===== config.mk =====
export PLATFORM = sky130hd
export DESIGN_NAME = fetch_unit_flat
export DESIGN_NICKNAME = d
export VERILOG_FILES = /design/src/rtl/fetch_unit_if.sv /design/src/rtl/fetch_unit.sv /design/src/flat_wrapper.sv
export SDC_FILE = /design/constraint.sdc
export NUM_CORES = 1
export LEC_CHECK = 0
export BUFFER_PORTS_ARGS = -buffer_cell sky130_fd_sc_hd__buf_4
export CAP_MARGIN = 20
export CELL_PAD_IN_SITES_DETAIL_PLACEMENT = 0
export CELL_PAD_IN_SITES_GLOBAL_PLACEMENT = 1
export CORE_MARGIN = 10
export CORE_UTILIZATION = 31
export DETAILED_ROUTE_END_ITERATION = 10
export PLACE_DENSITY_LB_ADDON = 0.1
export SLEW_MARGIN = 0
export SYNTH_ARGS = -nofsm -noshare
export SYNTH_HDL_FRONTEND = slang
export SYNTH_SLANG_ARGS = --single-unit
export TNS_END_PERCENT = 1

===== constraint.sdc =====
create_clock -name clk -period 2.1 [get_ports clk]
set_clock_uncertainty 0.1 [all_clocks]
set_input_delay 0.105 -clock clk [delete_from_list [all_inputs] [get_ports clk]]
set_output_delay 0.105 -clock clk [all_outputs]
set_load 0.03 [all_outputs]

===== src/rtl/fetch_unit_if.sv =====
// fetch_unit_if: fetch-stage bus; the master side (fetch_unit) drives the PC and the output beat.
interface fetch_unit_if #(
    parameter int ADDR_W  = 8,
    parameter int INSTR_W = 9
);
    logic               en;
    logic               redirect_valid;
    logic               out_valid;
    logic               out_ready;
    logic               halted;
    logic [ADDR_W-1:0]  pc_address;
    logic [ADDR_W-1:0]  redirect_target;
    logic [ADDR_W-1:0]  out_pc;
    logic [INSTR_W-1:0] instruction;
    logic [INSTR_W-1:0] out_instr;
    logic [2:0]         out_op;
    logic [2:0]         out_ra;
    logic [2:0]         out_rb;

    modport master (
        input  en, instruction, redirect_valid, redirect_target, out_ready,
        output pc_address, out_valid, out_instr, out_pc, out_op, out_ra, out_rb, halted
    );
    modport slave (
        output en, instruction, redirect_valid, redirect_target, out_ready,
        input  pc_address, out_valid, out_instr, out_pc, out_op, out_ra, out_rb, halted
    );
endinterface


===== src/rtl/fetch_unit.sv =====
// fetch_unit: PC owner and registered instruction fetch with redirect; FETCH_HALT_AT_END_EN adds halt at end of memory.
module fetch_unit #(
    parameter int ADDR_W   = 8,
    parameter int INSTR_W  = 9,
    parameter int RESET_PC = 0
) (
    input logic        clk,
    input logic        rst_n,
    fetch_unit_if.master bus
);
    typedef enum logic [1:0] {IDLE, RUN, HALT} state_t;

    state_t             state_q;
    logic [ADDR_W-1:0]  pc_q;
    logic [ADDR_W-1:0]  out_pc_q;
    logic [INSTR_W-1:0] out_instr_q;
    logic               out_valid_q;
    logic               halted_q;
    logic               fire;
    logic               at_end;

`ifdef FETCH_HALT_AT_END_EN
    assign at_end = pc_q == '1;
`else
    assign at_end = 1'b0;
`endif

    // en gates fire directly so no fetch starts on the edge where en is first seen low
    assign fire = state_q == RUN && bus.en && !bus.redirect_valid && (!out_valid_q || bus.out_ready);

    always_ff @(posedge clk) begin
        if (!rst_n) begin
            state_q     <= IDLE;
            pc_q        <= ADDR_W'(RESET_PC);
            out_valid_q <= 1'b0;
            out_instr_q <= '0;
            out_pc_q    <= '0;
            halted_q    <= 1'b0;
        end else if (bus.redirect_valid) begin
            state_q     <= bus.en ? RUN : IDLE;
            pc_q        <= bus.redirect_target;
            out_valid_q <= 1'b0;
            halted_q    <= 1'b0;
        end else begin
            if (fire) begin
                out_instr_q <= bus.instruction;
                out_pc_q    <= pc_q;
                out_valid_q <= 1'b1;
                pc_q        <= at_end ? pc_q : pc_q + ADDR_W'(1);
            end else if (bus.out_ready) begin
                out_valid_q <= 1'b0;
            end
            state_q  <= (fire && at_end) || state_q == HALT ? HALT : bus.en ? RUN : IDLE;
            halted_q <= halted_q || (fire && at_end);
        end
    end

    assign bus.pc_address = pc_q;
    assign bus.out_valid  = out_valid_q;
    assign bus.out_instr  = out_instr_q;
    assign bus.out_pc     = out_pc_q;
    assign bus.out_op     = out_instr_q[8:6];
    assign bus.out_ra     = out_instr_q[5:3];
    assign bus.out_rb     = out_instr_q[2:0];
    assign bus.halted     = halted_q;
endmodule


===== src/flat_wrapper.sv =====
// flat-port wrapper written by rule: the top's interface ports become plain ports
module fetch_unit_flat 
#(
    parameter int ADDR_W   = 8,
    parameter int INSTR_W  = 9,
    parameter int RESET_PC = 0
)
  (clk, rst_n, bus_en, bus_instruction, bus_redirect_valid, bus_redirect_target, bus_out_ready, bus_pc_address, bus_out_valid, bus_out_instr, bus_out_pc, bus_out_op, bus_out_ra, bus_out_rb, bus_halted);
  fetch_unit_if #(.ADDR_W(ADDR_W), .INSTR_W(INSTR_W)) bus_i ();
  input logic clk;
  input logic rst_n;
  input wire logic [$bits(bus_i.en)-1:0] bus_en;
  input wire logic [$bits(bus_i.instruction)-1:0] bus_instruction;
  input wire logic [$bits(bus_i.redirect_valid)-1:0] bus_redirect_valid;
  input wire logic [$bits(bus_i.redirect_target)-1:0] bus_redirect_target;
  input wire logic [$bits(bus_i.out_ready)-1:0] bus_out_ready;
  output wire logic [$bits(bus_i.pc_address)-1:0] bus_pc_address;
  output wire logic [$bits(bus_i.out_valid)-1:0] bus_out_valid;
  output wire logic [$bits(bus_i.out_instr)-1:0] bus_out_instr;
  output wire logic [$bits(bus_i.out_pc)-1:0] bus_out_pc;
  output wire logic [$bits(bus_i.out_op)-1:0] bus_out_op;
  output wire logic [$bits(bus_i.out_ra)-1:0] bus_out_ra;
  output wire logic [$bits(bus_i.out_rb)-1:0] bus_out_rb;
  output wire logic [$bits(bus_i.halted)-1:0] bus_halted;
  assign bus_i.en = bus_en;
  assign bus_i.instruction = bus_instruction;
  assign bus_i.redirect_valid = bus_redirect_valid;
  assign bus_i.redirect_target = bus_redirect_target;
  assign bus_i.out_ready = bus_out_ready;
  assign bus_pc_address = bus_i.pc_address;
  assign bus_out_valid = bus_i.out_valid;
  assign bus_out_instr = bus_i.out_instr;
  assign bus_out_pc = bus_i.out_pc;
  assign bus_out_op = bus_i.out_op;
  assign bus_out_ra = bus_i.out_ra;
  assign bus_out_rb = bus_i.out_rb;
  assign bus_halted = bus_i.halted;
  fetch_unit #(.ADDR_W(ADDR_W), .INSTR_W(INSTR_W), .RESET_PC(RESET_PC)) u_core (.clk(clk), .rst_n(rst_n), .bus(bus_i));
endmodule

# After elaboration in Yosys (flattened, before gate mapping)
# Index checks and enable logic that the tools add are counted.
# word_totals
ff_bits	28
latch_bits	0
ram_bits	0
romBits	0
input_bits	22
output_inout_bits	36
n_memories	0
# op_classes
addsub	1
n_mul	0
n_div	0
order_cmp	0
n_eq_ne	2
shift	0
mux	7
bitwise	2
n_reduce_logical	10
# ops
cell	count
$mux W8	2
$add A8 B1 Y8 const B	1
$mux W2	2
$reduce_bool A2 Y1	2
$logic_and A1 B1 Y1	3
$mux W1	3
$eq A2 B1 Y1 const B	1
$eq A2 B2 Y1 const B	1
$logic_not A1 Y1	2
$not A1 Y1	2
$reduce_and A2 Y1	1
$reduce_or A2 Y1	1
$logic_or A1 B1 Y1	1

# Longest topological paths before layout
# logic_depth
depth_word	6
depth_mapped	7
depth_no_buf	5

# Worst setup path after synthesis
# OpenSTA, ideal clock, no wires.
# synth_path
path_type	reg-to-reg
from	register u_core.out_valid_q (netlist: u_core.bus.out_valid)
to	register u_core.pc_q[7] (netlist: u_core.bus.pc_address[7])
setup_ps	74
arrival_ps	1668
required_ps	1926
setup_slack_ps	258
path_stages_with_launch	6
path_buffers	1
period_less_slack_ps	1842
cell_sequence	dfxtp_1 nor2b_1 buf_2 or3_4 or4_1 a31oi_1
# synth_between
elab_chain_cells	4
# synth_lines
item	line_no	rtl
from (decl)	fetch_unit.sv:17	logic out_valid_q;
from (signal assigned)	fetch_unit.sv:35	out_valid_q <= 1'b0;
from (signal assigned)	fetch_unit.sv:42	out_valid_q <= 1'b0;
from (signal assigned)	fetch_unit.sv:48	out_valid_q <= 1'b1;
$logic_not A1 Y1	fetch_unit.sv:29	assign fire = state_q == RUN && bus.en && !bus.redirect_valid && (!out_valid_q || bus.out_ready);
$logic_or A1 B1 Y1	fetch_unit.sv:29	
$logic_and A1 B1 Y1	fetch_unit.sv:29	
$reduce_bool A2 Y1 (no source line)	n/a	
to (signal assigned)	fetch_unit.sv:34	pc_q <= ADDR_W'(RESET_PC);
to (signal assigned)	fetch_unit.sv:41	pc_q <= bus.redirect_target;
to (signal assigned)	fetch_unit.sv:49	pc_q <= at_end ? pc_q : pc_q + ADDR_W'(1);
to (decl)	fetch_unit.sv:14	logic [ADDR_W-1:0] pc_q;
# Every way passes these cells.
# A chain may end at the register's enable or synchronous reset.

# Final worst setup path
# layout_path
from	input bus_en
to	register u_core.pc_q[7] (netlist: u_core.bus.pc_address[7])
# layout_between
elab_chain_cells	4
# layout_lines
item	line_no	rtl
from (decl)	flat_wrapper.sv:12	input wire logic [$bits(bus_i.en)-1:0] bus_en;
$logic_and A1 B1 Y1 (3 in a row)	fetch_unit.sv:29	
$reduce_bool A2 Y1 (no source line)	n/a	
# Every way passes these cells.

==> results.toml <==
[layout]
antenna_cells = 0
area_growth_pct = 47.31
fin_util_pct = 48.01
final_cell_mix = "58 x buf_4, 41 x nand2_1, 28 x dfxtp_1"
nFillCells = 404
final_common_cell = "buf_4"
nets = 231
drive_above_1_share_pct = 31.07

[setup_path]
setup.worst_path.class = "in -> reg"
worst_setup_path_start_kind = "primary input"
critPathArrivalTime_ns = 2.07
cp_max_fo = 23
end_kind = "flip-flop"
cp_data_required_time_ns = 2.20

[pwr]
peakVddDrop_v = 0.0002445
powerDensity_nw_per_um2 = 581.0
pwr-share-clk_pct = 28.0
p_switching_w = 0.0002746
sw_frac_of_total_pct = 26.49
p_int_w = 0.0007621
power_frac_comb_pct = 17.2
static-leakage-power_nw = 0.7492
power_frac_seq_pct = 54.8

[timing]
rsz0062_at_grt = "no"
fin_crit_ns = 1.964
finalHoldViolCount = 0
tns_ns = 0
fmax_mhz = 509.3
tightest_slew_ns = 0.6381
setup_viol = 0
slew_viol_final = 0
min_period_over_period_pct = 93.50
slew_headroom_pct = 57.41

[route]
totalWireLength_um = 3410
avgRoutedWirePerCell_um = 13.43
routed_via_density = 4.693
ant_nets = 0
drt_pass1_iterations = 4
drt_iter0_markers = 50
route.vias.total = 1192
drc = 0

[synth]
syn_nets = 171
synth_area_leaders = "dfxtp_1 46%, nand2_1 13%, a21oi_1 9.5%, buf_4 6.2%, xnor2_1 2.9%"
synth_cells = 148
ys_ff_latch = 28
yosysTopAreaCell = "dfxtp_1"
yosysWarnings = 0
ys_seq_area_share_pct = 46.28
syn_area_per_cell_sq_um = 8.184
syn_area_sq_um = 1211
synth_cell_types = 30
netlist.area_leader.share_pct = 46.28

[clock_tree]
numCtsBuffers = 3
cts_max_level = 1
cts-resized-gates = 0
clk_latency_ns = 0.27
cts_tree = "built"
clockBufferDepth = 2
clock-sinks = 28
ctsRootBufferMaster = "clkbuf_8"
clk_pin_slew_ns = 0.09

[die]
die_w_um = 82.51
die_h_um = 82.51
io_pins = 58
start_util_pct = 32.59
dieArea_sq_um = 6807
fp-row-count = 22
core_area_sq_um = 3716

[placement]
port_buffers = 56
post-dp-hpwl_um = 2548
gp_congestion = 0.7940

[global_routing]
grt_max_degree = 24
grt_usage_pct = 9.702
antenna_found_initial = 0
grt_pass1_vias = 1091
overflow = 0
grt_pass1_wl_um = 5223

[run_status]
status = "completed"

[hold_path]
min_path_type = "in -> reg"

[run]
maxCapViolations = 0
## timing repair
| action | CTS | global route |
|---|---|---|
| hold endpoints to repair | 14 | 0 |
| hold buffers | 14 | 0 |
| setup endpoints to repair | 0 | 0 |
| setup buffers | 0 | 0 |
## area by class of cell
type | instances | area, sq um | share of cell area, %
Timing Repair Buffer | 72 | 575.6 | 32.26
Sequential cell | 28 | 560.5 | 31.42
Multi-Input combinational cell | 100 | 535.5 | 30.01
Tap cell | 48 | 60.06 | 3.366
Clock buffer | 3 | 41.29 | 2.314
Inverter | 3 | 11.26 | 0.6311
## worst max-delay path, stage by stage
cell           delay [ns]
dlygate4sd3_1        0.52
buf_4                0.12
nand3b_4             0.11
or3_4                0.51
or4_1                0.54
a31oi_1              0.16
## power groups by stage
stage | sequential, W | clock [W] | combinational, W
floorplan | 0.000608 | 0 | 0.0000600
finish | 0.000568 | 0.000291 | 0.000178
detailed placement | 0.000581 | 0 | 0.000159
global placement | 0.000580 | 0 | 0.000159
global route | 0.000573 | 0.000330 | 0.000192
CTS | 0.000569 | 0.000301 | 0.000180
## metal layers
layer,track usage [%],share of wire (%)
met5,0,0
met4,3.512,1.1
met3,3.348,10
met2,16.33,49
met1,11.16,40
## logic make-up after synthesis
group / synth area share (%)
simple gates: 23.14
compound gates: 16.01
flops: 46.28
buf+inv: 9.503
xor+xnor: 2.892
fa+ha+maj: 1.033
other cells: 0.3096
mux: 0.8265
## cells in the mapped netlist
library cell,count
nor2_1,2
buf_4,10
conb_1,1
nand3b_4,1
nand3_1,2
and4_1,1
o211a_1,1
nor3_1,2
dfxtp_1,28
xnor2_1,4
buf_1,1
o21ai_0,5
nand2b_1,1
nor3b_1,1
or3_1,2
or3_4,1
a31oi_1,3
a21oi_1,23
o311ai_0,2
mux2i_1,1
ha_1,1
or4_1,1
o211ai_1,1
nor2b_1,1
nand4b_1,1
clkbuf_1,4
inv_1,3
buf_2,2
nor3_2,1
nand2_1,41
## sequential cells by signal (all words and copies together), names as in the netlist
signal,flops
u_core.bus.out_instr,9
u_core.bus.out_pc,8
u_core.bus.pc_address,8
u_core.state_q,2
u_core.bus.out_valid,1
## metrics by stage
step	power (W)	cells	area, sq um	worst slack, ns	hold WS (ns)
2_1_floorplan	0.0006675	148	1211	0.2581	0.1384
3_3_place_gp	0.0007393	237	1603	0.2623	0.2528
3_5_place_dp	0.0007400	237	1603	0.2225	0.2625
4_1_cts	0.001050	254	1784	0.1367	0.002814
5_1_grt	0.001094	254	1784	0.07529	0.006257
6_report	0.001037	254	1784	0.1365	0.003725
## final timing paths
check / startpoint / endpoint / slack [ns] / cells after the start
max: bus_en / u_core.bus.pc_address[7] / 0.14 / 6
min: bus_redirect_target[5] / u_core.bus.pc_address[5] / 0.004 / 3
max reg2reg: u_core.state_q[1] / u_core.bus.pc_address[7] / 0.20 / 4
min reg2reg: u_core.bus.out_pc[7] / u_core.bus.out_pc[7] / 0.36 / 2
No activity file was read; power rests on OpenSTA's default activity.
